File: config.mk
export PLATFORM = sky130hd
export DESIGN_NAME = led_fade
export DESIGN_NICKNAME = d
export VERILOG_FILES = /design/src/rtl/led_fade_pkg.sv /design/src/rtl/led_fade_tick.sv /design/src/rtl/led_fade.sv
export SDC_FILE = /design/constraint.sdc
export NUM_CORES = 1
export LEC_CHECK = 0
export ABC_AREA = 1
export BUFFER_PORTS_ARGS = -buffer_cell sky130_fd_sc_hd__buf_4
export CAP_MARGIN = 25
export CORE_MARGIN = 2
export CORE_UTILIZATION = 66
export DETAILED_ROUTE_END_ITERATION = 6
export HOLD_SLACK_MARGIN = 0.03
export PLACE_DENSITY = 0.86
export SETUP_SLACK_MARGIN = 0.15
export SLEW_MARGIN = 15
export SYNTH_ARGS = -nofsm -noshare
export SYNTH_HDL_FRONTEND = slang
export SYNTH_SLANG_ARGS = --single-unit
File: constraint.sdc
create_clock -name clk -period 4.45 [get_ports clk]
set_input_delay 0 -clock clk [delete_from_list [all_inputs] [get_ports clk]]
set_output_delay 0 -clock clk [all_outputs]
set_load 0.01 [all_outputs]
File: src/rtl/led_fade_pkg.sv
// Shared definitions for the led_fade duty-cycle ramp generator.
package led_fade_pkg;

  localparam int RATE_WIDTH = 8;

  typedef enum logic [1:0] {
    S_IDLE = 2'd0,
    S_UP   = 2'd1,
    S_DOWN = 2'd2
  } state_t;

  function automatic int calc_tick_div(input int clk_freq, input int step_hz);
    return clk_freq / step_hz;
  endfunction

  function automatic int calc_cnt_width(input int tick_div);
    return ($clog2(tick_div) < 1) ? 1 : $clog2(tick_div);
  endfunction

endpackage

File: src/rtl/led_fade_tick.sv
// Step prescaler: counts 0..TICK_DIV-1 and flags the last count as tick.
module led_fade_tick #(
  parameter int TICK_DIV = 10,
  parameter int CNT_W    = 4
) (
  input  logic clk,
  input  logic rstn,
  input  logic clr,
  output logic tick
);

  localparam logic [CNT_W-1:0] LAST = CNT_W'(TICK_DIV - 1);

  logic [CNT_W-1:0] cnt_reg;

  assign tick = (cnt_reg == LAST);

  always_ff @(posedge clk or negedge rstn) begin
    if (!rstn) begin
      cnt_reg <= '0;
    end else if (clr || tick) begin
      cnt_reg <= '0;
    end else begin
      cnt_reg <= cnt_reg + CNT_W'(1);
    end
  end

endmodule

File: src/rtl/led_fade.sv
// Slew-rate-limited duty generator feeding the pwm block.
// Optional LED_FADE_GAMMA_EN adds a registered d*(d+1)>>W output curve.
module led_fade
  import led_fade_pkg::*;
#(
  parameter int CLK_FREQ         = 50000000,
  parameter int STEP_HZ          = 1000,
  parameter int DUTY_CYCLE_WIDTH = 8
) (
  input  logic                        clk,
  input  logic                        rstn,
  input  logic                        tgt_valid,
  output logic                        tgt_ready,
  input  logic [DUTY_CYCLE_WIDTH-1:0] tgt_duty,
  input  logic [RATE_WIDTH-1:0]       tgt_rate,
  output logic [DUTY_CYCLE_WIDTH-1:0] duty_cycle,
  output logic                        busy,
  output logic                        done
);

  localparam int W        = DUTY_CYCLE_WIDTH;
  localparam int TICK_DIV = calc_tick_div(CLK_FREQ, STEP_HZ);
  localparam int CNT_W    = calc_cnt_width(TICK_DIV);
  // Wide enough for a W+1 bit difference and for the full rate value.
  localparam int CW       = (W + 1 > RATE_WIDTH) ? W + 1 : RATE_WIDTH;

  state_t                state_reg, state_next;
  logic [W-1:0]          duty_reg, duty_next;
  logic [W-1:0]          target_reg, target_next;
  logic [RATE_WIDTH-1:0] rate_reg, rate_next;
  logic                  done_reg, done_next;
  logic                  busy_reg;
  logic                  xfer;
  logic                  tick;
  logic [CW-1:0]         gap;
  logic [CW-1:0]         rate_ext;

  assign tgt_ready = (state_reg == S_IDLE);
  assign xfer      = tgt_valid && tgt_ready;
  assign rate_ext  = CW'(rate_reg);

  led_fade_tick #(
    .TICK_DIV (TICK_DIV),
    .CNT_W    (CNT_W)
  ) u_tick (
    .clk  (clk),
    .rstn (rstn),
    .clr  (xfer),
    .tick (tick)
  );

  always_comb begin
    state_next  = state_reg;
    duty_next   = duty_reg;
    target_next = target_reg;
    rate_next   = rate_reg;
    done_next   = 1'b0;
    gap         = '0;
    case (state_reg)
      S_IDLE: begin
        if (xfer) begin
          target_next = tgt_duty;
          rate_next   = (tgt_rate == '0) ? RATE_WIDTH'(1) : tgt_rate;
          if (tgt_duty > duty_reg) begin
            state_next = S_UP;
          end else if (tgt_duty < duty_reg) begin
            state_next = S_DOWN;
          end else begin
            done_next = 1'b1;
          end
        end
      end
      S_UP: begin
        if (tick) begin
          gap = CW'(target_reg) - CW'(duty_reg);
          // Final step clamps to the target so the ramp never overshoots.
          if (gap <= rate_ext) begin
            duty_next  = target_reg;
            state_next = S_IDLE;
            done_next  = 1'b1;
          end else begin
            duty_next = W'(CW'(duty_reg) + rate_ext);
          end
        end
      end
      S_DOWN: begin
        if (tick) begin
          gap = CW'(duty_reg) - CW'(target_reg);
          if (gap <= rate_ext) begin
            duty_next  = target_reg;
            state_next = S_IDLE;
            done_next  = 1'b1;
          end else begin
            duty_next = W'(CW'(duty_reg) - rate_ext);
          end
        end
      end
      default: state_next = S_IDLE;
    endcase
  end

  always_ff @(posedge clk or negedge rstn) begin
    if (!rstn) begin
      state_reg  <= S_IDLE;
      duty_reg   <= '0;
      target_reg <= '0;
      rate_reg   <= '0;
      done_reg   <= 1'b0;
      busy_reg   <= 1'b0;
    end else begin
      state_reg  <= state_next;
      duty_reg   <= duty_next;
      target_reg <= target_next;
      rate_reg   <= rate_next;
      done_reg   <= done_next;
      busy_reg   <= (state_next != S_IDLE);
    end
  end

`ifdef LED_FADE_GAMMA_EN
  localparam int PW = 2 * W;

  logic [PW-1:0] sq;
  logic [W-1:0]  gamma_reg;
  logic          done_d_reg;
  logic          busy_d_reg;

  assign sq = PW'(duty_reg) * (PW'(duty_reg) + PW'(1));

  // Status is delayed with the curve so it stays aligned with duty_cycle.
  always_ff @(posedge clk or negedge rstn) begin
    if (!rstn) begin
      gamma_reg  <= '0;
      done_d_reg <= 1'b0;
      busy_d_reg <= 1'b0;
    end else begin
      gamma_reg  <= sq[PW-1:W];
      done_d_reg <= done_reg;
      busy_d_reg <= busy_reg;
    end
  end

  assign duty_cycle = gamma_reg;
  assign busy       = busy_d_reg;
  assign done       = done_d_reg;
`else
  assign duty_cycle = duty_reg;
  assign busy       = busy_reg;
  assign done       = done_reg;
`endif

endmodule
==> results of run 1 <==
## where the power goes
group,internal (W),switching [W],total (W)
combinational,0.000716,0.00123,0.00195
sequential,0.000503,0.0000959,0.000599
clock,0.000112,0.000149,0.000261
## path summary, 6_finish.rpt
path / from / to / slack [ns] / cells after the start
max: duty_cycle[0]$_DFFE_PN0P_ / duty_cycle[5]$_DFFE_PN0P_ / 1.10 / 19
min: rstn / u_tick.cnt_reg[1]$_DFF_PN0_ / 0.23 / 2
max reg2reg: duty_cycle[0]$_DFFE_PN0P_ / duty_cycle[5]$_DFFE_PN0P_ / 1.10 / 19
min reg2reg: u_tick.cnt_reg[0]$_DFF_PN0_ / u_tick.cnt_reg[0]$_DFF_PN0_ / 0.49 / 1
max in group asynchronous: rstn / state_reg[0]$_DFF_PN0_ / 3.83 / 2
min in group clk: tgt_valid / rate_reg[1]$_DFFE_PN0P_ / 0.24 / 4
## timing repair
action / 4_1_cts / 5_1_grt
endpoints found under the setup margin: 0 / 0
resized for setup: 0 / 0
hold endpoints to repair: 60 / 0
hold buffers: 17 / 0
## cell families (layout without fill, tap and decap cells)
kind of cell / after synthesis / count (layout) / share of synthesized area
adders and majority gates: 62 / 62 / 0.196
and+or+nand+nor: 230 / 230 / 0.259
DFF: 44 / 44 / 0.268
AOI/OAI and AO/OA: 85 / 85 / 0.121
xor gates and xnor gates: 27 / 27 / 0.0576
buffers and inverters: 96 / 136 / 0.0973
## cells in the mapped netlist (all sizes together) (4+ instances only)
| cell | n | area (µm²) |
|---|---|---|
| nand2 | 146 | 578 |
| inv | 80 | 300 |
| ha | 58 | 726 |
| dfrtp | 44 | 1100 |
| o21ai | 35 | 190 |
| a21oi | 32 | 179 |
| nand3 | 31 | 175 |
| nor2 | 29 | 124 |
| xor2 | 22 | 193 |
| nand4 | 12 | 93.8 |
| buf | 10 | 70.1 |
| a31oi | 6 | 37.5 |
| nor3 | 6 | 51.3 |
| xnor2 | 5 | 43.8 |
| a21o | 4 | 30.0 |
| clkbuf | 4 | 16.3 |
| fa | 4 | 80.1 |
## final cells by class
class | count | area share
Clock buffer | 6 | 0.0158
Clock inverter | 2 | 0.00355
Inverter | 82 | 0.0682
Multi-Input combinational cell | 404 | 0.567
Sequential cell | 44 | 0.240
Tap cell | 75 | 0.0205
Timing Repair Buffer | 46 | 0.0845
## worst max-delay path, stage by stage (launching register included)
cell and delay [ns]:
dfrtp_1 0.47, inv_1 0.11, ha_1 0.27, fa_1 0.43, o21ai_2 0.25, nand3_1 0.10, nand2_1 0.08, xor2_1 0.16
ha_1 0.26, a21o_1 0.17, a21oi_1 0.13, nand2_1 0.07, nand2_1 0.11, nand2_2 0.14, inv_1 0.15, nand2_1 0.07
nand3_1 0.08, nand2_1 0.06, nand2_1 0.08, nand2_1 0.06
## per-layer routing
layer	wire length, µm	global-route usage
met3	572	0.0507
met2	5220	0.549
met1	4210	0.377
met4	350	0.119
met5	0	0
## per-stage QoR
| step | power, W | setup WS (ns) | area (µm²) | hold slack [ns] | utilization |
|---|---|---|---|---|---|
| finish | 0.00281 | 1.10 | 4590 | 0.229 | 0.770 |
| global route | 0.00308 | 0.867 | 4590 | 0.284 | 0.770 |
| CTS | 0.00277 | 1.14 | 4590 | 0.229 | 0.770 |
| detailed placement | 0.00248 | 1.17 | 4330 | 0.0356 | 0.727 |
| global placement | 0.00240 | 1.25 | 4330 | 0.0304 | 0.727 |
| floorplan | 0.00207 | 1.59 | 4100 | -0.296 | - |
==> flow_metrics.tcl, run 1 <==
set metrics [dict create \
    outcome "complete, no violations" \
    die_h_um 82.9 \
    cellPowerDensity_nw_per_um2 612 \
    grt_max_degree 45 \
    vdd_drop_max_v 0.000472 \
    rsz0062_at_grt "no" \
    ys_types 45 \
    clock-sinks 44 \
    crit_fanout 7 \
    cts_buffers 5 \
    place_congestion 0.970 \
    htree_num_levels 2 \
    fp.coreArea_um2 5960 \
    arrival_ns 3.55 \
    fillers 427 \
    cts_tree "done" \
    ys_seq_area_frac 0.268 \
    critPathCaptureType "flip-flop" \
    start_util 0.689 \
    port_buffers 29 \
    layout_commonest_cell "nand2_1" \
    cts_max_path_buffers 2 \
    slew_headroom 0.493 \
    dpl.hpwl_um 7870 \
    cts_setup_buffers 0 \
    clkTransAtPathRegs_ns 0.09 \
    first_iter_violations 363 \
    grt_pass1_vias 3803 \
    clkLatencyLatePin_ns 0.30 \
    ys_ff_latch 44 \
    dp.cells 634 \
    fp.dieArea_um2 6860 \
    cp.required_ns 4.65 \
    p_leak_nw 2.51 \
    num_rows 28 \
    synth_warnings 0 \
    worstMarginPinSlew_ns 0.754 \
    drive_gt1_frac 0.115 \
    ctsRootBufferMaster "clkbuf_8" \
    clock_skew_ns 0.00472 \
    multi_input_area_um2 2600 \
    synth_nets 625 \
    post-route-min-period_ns 3.35 \
    vias 3775 \
    synth_ff_type "dfrtp_1" \
    largest_reg_flops 16 \
    synth_edf_count 0 \
    syn-instance-count 544 \
    syn_area_per_cell_um2 7.54 \
    die_w_um 82.9 \
    period_share 0.753 \
    final_antenna_net_count 0 \
    antenna_found_initial 0 \
    wl_per_cell_um 15.7 \
    final_cell_mix "nand2_1, inv_1, ha_1" \
    drv_slew 0 \
    postSynth.asyncResetShare 1.00 \
    n_antenna_cell 0 \
    hold_viol_final 0 \
    timing.fmax_mhz 298 \
    holdCritPathClass "input port to async pin" \
    path_class "flip-flop to flip-flop" \
    first_pass_iters 5 \
    via_per_inst 5.73 \
    gr-total-overflow 0 \
    drc 0 \
    grt.total_usage 0.310 \
    wl_um 10300 \
    seq_area_um2 1100 \
    area_delta_synth_final_pct 11.8 \
    start_kind "flip-flop" \
    finalSetupViolations 0 \
    cap_viol_max_count 0 \
    nNetsFinal 664 \
    grt_pass1_wl_um 17500 \
    tns_ns 0 \
    finalNonFillerCells 659 \
    netlist_area_um2 4100 \
    io_pins 30 \
]
No activity file was read; power rests on OpenSTA's default activity.
==> inputs of run 2 (changes only) <==
--- a/config.mk
+++ b/config.mk
@@ -5,14 +5,14 @@
 export SDC_FILE = /design/constraint.sdc
 export NUM_CORES = 1
 export LEC_CHECK = 0
-export ABC_AREA = 1
+export ABC_AREA = 0
 export BUFFER_PORTS_ARGS = -buffer_cell sky130_fd_sc_hd__buf_4
 export CAP_MARGIN = 25
 export CORE_MARGIN = 2
-export CORE_UTILIZATION = 66
+export CORE_UTILIZATION = 55
 export DETAILED_ROUTE_END_ITERATION = 6
 export HOLD_SLACK_MARGIN = 0.03
-export PLACE_DENSITY = 0.86
+export PLACE_DENSITY = 0.77
 export SETUP_SLACK_MARGIN = 0.15
 export SLEW_MARGIN = 15
 export SYNTH_ARGS = -nofsm -noshare
==> constraint.sdc (replaced) <==
create_clock -name clk -period 2.7 [get_ports clk]
set_input_delay 0 -clock clk [delete_from_list [all_inputs] [get_ports clk]]
set_output_delay 0 -clock clk [all_outputs]
set_load 0.01 [all_outputs]
==> flow_metrics.tcl, run 2 <==
set metrics [dict create \
    start_kind "flip-flop" \
    r2r_end "duty_cycle[5]$_DFFE_PN0P_" \
    first_iter_violations 291 \
    placed_area_um2 4710 \
    gr-total-overflow 0 \
    nNetsFinal 624 \
    slowest_delay_ns 0.44 \
    via_per_inst 5.81 \
    drc 0 \
    synth_top_area_frac 0.283 \
    cpLargestDelayFamily "compound AO/OA/AOI/OAI gates" \
    rsz0062_at_grt "yes" \
    largest_reg_flops 16 \
    dpl.hpwl_um 8330 \
    clkLatencyLatePin_ns 0.30 \
    final_antenna_net_count 0 \
    ctsRootBufferMaster "clkbuf_8" \
    critPathSlowestCell "dfrtp_1" \
    layout_commonest_cell "buf_4" \
    post-route-min-period_ns 3.61 \
    syn_area_per_cell_um2 9.12 \
    p_leak_nw 2.49 \
    area_delta_synth_final_pct 33.9 \
    n_antenna_cell 0 \
    postSynth.asyncResetShare 1.00 \
    grt_max_degree 45 \
    yosys.area_share.simple 0.141 \
    grt_pass1_wl_um 17700 \
    worstMarginPinSlew_ns 0.558 \
    wl_per_cell_um 17.5 \
    synth_top_family_by_area "adder cells" \
    holdCritPathClass "input port to async pin" \
    cellPowerDensity_nw_per_um2 245 \
    synthXorXnorAreaFrac 0.0720 \
    critPathCaptureType "flip-flop" \
    synth_mux_area_frac 0.0675 \
    reg2reg_slack_ns -0.91 \
    grt.total_usage 0.295 \
    ys_seq_area_frac 0.283 \
    finalPower_w 0.00128 \
    port_buffers 29 \
    cp.required_ns 2.87 \
    path_class "flip-flop to flip-flop" \
    syn-instance-count 427 \
    ys_types 54 \
    antenna_found_initial 0 \
    final_cell_mix "buf_4, ha_1, dfrtp_1" \
    synth_nets 508 \
    crit_buf_inv 1 \
    cap_viol_max_count 0 \
    arrival_ns 3.78 \
    synth_area_leader_cell "dfrtp_1" \
    clock_skew_ns 0.0110 \
    vias 3719 \
    vdd_drop_max_v 0.000329 \
    synth_ff_type "dfrtp_1" \
    ys_ff_latch 44 \
    synth_edf_count 0 \
    drv_slew 0 \
    crit_fanout 4 \
    netlist_area_um2 3890 \
    start_util 0.570 \
    outcome "complete, but fails checks" \
    clkTransAtPathRegs_ns 0.09 \
    num_rows 30 \
    wl_um 11200 \
    fp.dieArea_um2 7770 \
    synth_commonest_cells "ha_1, dfrtp_1, inv_1, nor2_1, a21oi_1" \
    synth.area.top_cells "dfrtp_1, ha_1, mux2_2, inv_1, a21oi_1" \
    drive_gt1_frac 0.307 \
    period_share 1.34 \
    io_pins 30 \
    die_w_um 88.2 \
    path_cells "ha_4, fa_2, nand2b_4, a21oi_4, a21o_1, a21oi_1, xnor2_1, ha_1, and3_4, a221o_1, a211oi_4, buf_6, nor2_2, a222oi_1, mux2i_1" \
    htree_num_levels 2 \
    clock-sinks 44 \
    synth_warnings 0 \
    cts_buffers 5 \
    dp.cells 607 \
    synth-compound-area-share 0.176 \
    die_h_um 88.2 \
    cts_max_path_buffers 2 \
    place_congestion 0.903 \
    cts_tree "done" \
    hold_viol_final 0 \
    whs_ns 0.256 \
    finalNonFillerCells 640 \
    synthAdderAreaFrac 0.207 \
    grt_pass1_vias 3645 \
    postLayoutCellArea_um2 5220 \
    finalSetupViolations 12 \
    yosysMostFrequentCell "ha_1" \
    slew_headroom 0.628 \
    timing.fmax_mhz 277 \
    first_pass_iters 6 \
    setup_ws_ns -0.906 \
    reg2reg_from "target_reg[0]$_DFFE_PN0P_" \
    r2r_cells 15 \
    fp.coreArea_um2 6830 \
    violations "setup timing" \
    utilization 0.763 \
]
[run 2: changes by cell type after synthesis, sizes merged, moves of 6 or more]
cell / change
nor2b: +7
nand2b: +7
nand3: -23
mux2: +20
xor2: -6
buf: -7
nand2: -121
nor2: +10
inv: -36
xnor2: +11
o21ai: -19
[run 2: area by class of cell]
cell class | count | area, µm²
inverter | 44 | 165
tap | 96 | 120
multi-input combinational | 330 | 2760
clock inverter | 2 | 38.8
sequential | 44 | 1100
timing repair buffer | 118 | 946
fill | 471 | 1620
clock buffer | 6 | 82.6
[run 2: kinds of logic (layout without fill, tap and decap cells)]
| kind of cell | after synthesis | count (layout) |
|---|---|---|
| and+or+nand+nor | 116 | 116 |
| AOI/OAI and AO/OA | 97 | 97 |
| adders and majority gates | 62 | 62 |
| buffers and inverters | 53 | 170 |
| DFF | 44 | 44 |
| xor gates and xnor gates | 32 | 32 |
| muxes | 23 | 23 |
[run 2: worst register-to-register path, cell delays in order (launching register included)]
cell and delay (ns):
dfrtp_1 0.44, ha_4 0.19, fa_2 0.34, nand2b_4 0.16, a21oi_4 0.19, a21o_1 0.13
a21oi_1 0.07, xnor2_1 0.13, ha_1 0.31, and3_4 0.17, a221o_1 0.35, a211oi_4 0.30
buf_6 0.15, nor2_2 0.05, a222oi_1 0.39, mux2i_1 0.13
[run 2: metrics by stage]
| step | worst slack, ns | TNS (ns) |
|---|---|---|
| after global placement | -0.724 | -7.78 |
| final | -0.906 | -9.86 |
| after CTS | -0.834 | -8.76 |
| after floorplan | -0.752 | -7.41 |
| after global routing | -1.01 | -11.02 |
| after detailed placement | -0.961 | -9.70 |
[run 2: worst max path at each step]
stage,startpoint,endpoint,slack [ns],cells after the start
2_1_floorplan,duty_cycle[0]$_DFFE_PN0P_,duty_cycle[2]$_DFFE_PN0P_,-0.75,15
3_3_place_gp,duty_cycle[0]$_DFFE_PN0P_,duty_cycle[7]$_DFFE_PN0P_,-0.72,16
3_5_place_dp,target_reg[0]$_DFFE_PN0P_,duty_cycle[5]$_DFFE_PN0P_,-0.96,17
4_1_cts,target_reg[0]$_DFFE_PN0P_,duty_cycle[5]$_DFFE_PN0P_,-0.83,15
5_1_grt,target_reg[1]$_DFFE_PN0P_,duty_cycle[5]$_DFFE_PN0P_,-1.01,17
6_report,target_reg[0]$_DFFE_PN0P_,duty_cycle[5]$_DFFE_PN0P_,-0.91,15
[run 2: power by group]
part | switching (W) | internal, W | leakage, nW | total [W]
combinational | 0.0000360 | 0.0000418 | 1.84 | 0.0000779
sequential | 0 | 0.000658 | 0.591 | 0.000658
clock | 0.000238 | 0.000303 | 0.0614 | 0.000541
[run 2: timing repair]
action,in CTS,in global routing
resized for setup,8,27
pin swaps,7,10
setup buffers,3,4
hold buffers,18,0
setup endpoints to repair,12,27
endpoints found under the hold margin,61,0
[run 2: metal layers]
| metal | up-vias | track usage | wire, µm |
|---|---|---|---|
| met3 | 33 | 0.0434 | 603 |
| met5 | - | 0 | 0 |
| met2 | 148 | 0.512 | 5570 |
| li1 | 1738 | - | - |
| met4 | 0 | 0.0744 | 263 |
| met1 | 1800 | 0.389 | 4740 |
==> inputs of run 3 (changes only) <==
--- a/config.mk
+++ b/config.mk
@@ -8,7 +8,7 @@
 export ABC_AREA = 0
 export BUFFER_PORTS_ARGS = -buffer_cell sky130_fd_sc_hd__buf_4
 export CAP_MARGIN = 25
-export CORE_MARGIN = 2
+export CORE_MARGIN = 4
 export CORE_UTILIZATION = 55
 export DETAILED_ROUTE_END_ITERATION = 6
 export HOLD_SLACK_MARGIN = 0.03
==> flow_metrics.tcl, run 3 (synthesis gave the netlist of run 2 again) <==
set metrics [dict create \
    arrival_ns 3.76 \
    first_iter_violations 233 \
    final_antenna_net_count 0 \
    setup_ws_ns -0.869 \
    finalNonFillerCells 641 \
    dp.cells 605 \
    finalPower_w 0.00127 \
    io_pins 30 \
    hold_viol_final 0 \
    cts_max_path_buffers 2 \
    drive_gt1_frac 0.301 \
    drv_slew 0 \
    use_met1 0.354 \
    vdd_drop_max_v 0.000334 \
    cp.required_ns 2.89 \
    cts_tree "done" \
    wl_per_cell_um 17.1 \
    postLayoutCellArea_um2 5190 \
    via_per_inst 5.72 \
    n_antenna_cell 0 \
    fp.coreArea_um2 6830 \
    clkLatencyLatePin_ns 0.30 \
    clock_skew_ns 0.00623 \
    num_rows 30 \
    clock-sinks 44 \
    area_delta_synth_final_pct 33.3 \
    fillers 465 \
    grt.total_usage 0.258 \
    met3_usage 0.0328 \
    start_kind "flip-flop" \
    rsz0062_at_grt "yes" \
    htree_num_levels 2 \
    crit_fanout 3 \
    timing.fmax_mhz 280 \
    grt_pass1_wl_um 17800 \
    period_share 1.32 \
    largest_reg_flops 16 \
    p_leak_nw 2.48 \
    use_met2 0.426 \
    busiest_layer "met2" \
    finalSetupViolations 12 \
    layout_commonest_cell "buf_4" \
    cts_buffers 5 \
    place_congestion 0.963 \
    utilization 0.760 \
    port_buffers 29 \
    slew_headroom 0.610 \
    wl_um 10900 \
    post-route-min-period_ns 3.57 \
    dpl.hpwl_um 8160 \
    grt_pass1_vias 3745 \
    cap_viol_max_count 0 \
    worstMarginPinSlew_ns 0.584 \
    critPathCaptureType "flip-flop" \
    whs_ns 0.235 \
    final_cell_mix "buf_4, ha_1, inv_1" \
    start_util 0.570 \
    die_h_um 92.2 \
    outcome "complete, but fails checks" \
    cellPowerDensity_nw_per_um2 244 \
    first_pass_iters 5 \
    placed_area_um2 4700 \
    drc 0 \
    die_w_um 92.2 \
    ctsRootBufferMaster "clkbuf_8" \
    fp.dieArea_um2 8490 \
    nNetsFinal 625 \
    clkTransAtPathRegs_ns 0.09 \
    violations "setup timing" \
    antenna_found_initial 0 \
    vias 3667 \
    holdCritPathClass "input port to async pin" \
    path_class "flip-flop to flip-flop" \
    grt_max_degree 45 \
    gr-total-overflow 0 \
]
-- run 3: cell type report --
| type | instances | area [µm²] | share of cell area |
|---|---|---|---|
| Multi-Input combinational cell | 330 | 2730 | 0.527 |
| Clock buffer | 5 | 68.8 | 0.0133 |
| Inverter | 44 | 168 | 0.0323 |
| Timing Repair Buffer | 119 | 950 | 0.183 |
| Sequential cell | 44 | 1100 | 0.213 |
| Tap cell | 96 | 120 | 0.0231 |
| Clock inverter | 3 | 46.3 | 0.00892 |
-- run 3: final timing paths --
path	start	endpoint	slack (ns)	depth (start not counted)
min in group clk	tgt_valid	u_tick.cnt_reg[2]$_DFF_PN0_	0.44	3
setup reg to reg	target_reg[0]$_DFFE_PN0P_	duty_cycle[7]$_DFFE_PN0P_	-0.87	15
hold / removal	rstn	u_tick.cnt_reg[6]$_DFF_PN0_	0.23	2
max in group asynchronous	rstn	duty_cycle[0]$_DFFE_PN0P_	2.05	2
hold reg to reg	u_tick.cnt_reg[0]$_DFF_PN0_	u_tick.cnt_reg[0]$_DFF_PN0_	0.50	1
setup / recovery	target_reg[0]$_DFFE_PN0P_	duty_cycle[7]$_DFFE_PN0P_	-0.87	15
-- run 3: worst max-delay path: stages, from the launching register on --
cell	delay [ns]
dfrtp_1	0.45
ha_4	0.19
fa_2	0.34
nand2b_4	0.16
a21oi_4	0.15
a21o_1	0.15
a21oi_2	0.06
xnor2_1	0.12
ha_1	0.30
and3_4	0.16
a221o_1	0.35
a211oi_4	0.30
buf_4	0.17
mux2i_1	0.20
a21oi_1	0.09
mux2_4	0.27
-- run 3: layer usage --
| layer | share of wire | up-vias |
|---|---|---|
| met2 | 0.49 | 118 |
| met5 | 0 | - |
| met3 | 0.051 | 26 |
| met4 | 0.024 | 0 |
| li1 | - | 1740 |
| met1 | 0.43 | 1783 |
-- run 3: through the flow --
stage | setup WS (ns) | setup TNS, ns
6_report | -0.869 | -9.58
5_1_grt | -1.04 | -11.30
4_1_cts | -0.794 | -8.49
3_5_place_dp | -0.884 | -9.30
3_3_place_gp | -0.729 | -7.75
2_1_floorplan | -0.752 | -7.41
-- run 3: where the power goes --
| part | switching, W | leakage, nW | internal, W |
|---|---|---|---|
| registers | 0 | 0.590 | 0.000658 |
| logic | 0.0000359 | 1.84 | 0.0000414 |
| clock network | 0.000251 | 0.0548 | 0.000279 |
| total | 0.000286 | 2.48 | 0.000979 |
-- run 3: timing repair --
action	4_1_cts	5_1_grt
pin swaps	15	17
hold endpoints to repair	61	0
endpoints found under the setup margin	12	27
resized for setup	15	14
buffers inserted	4	6
hold buffers	18	0
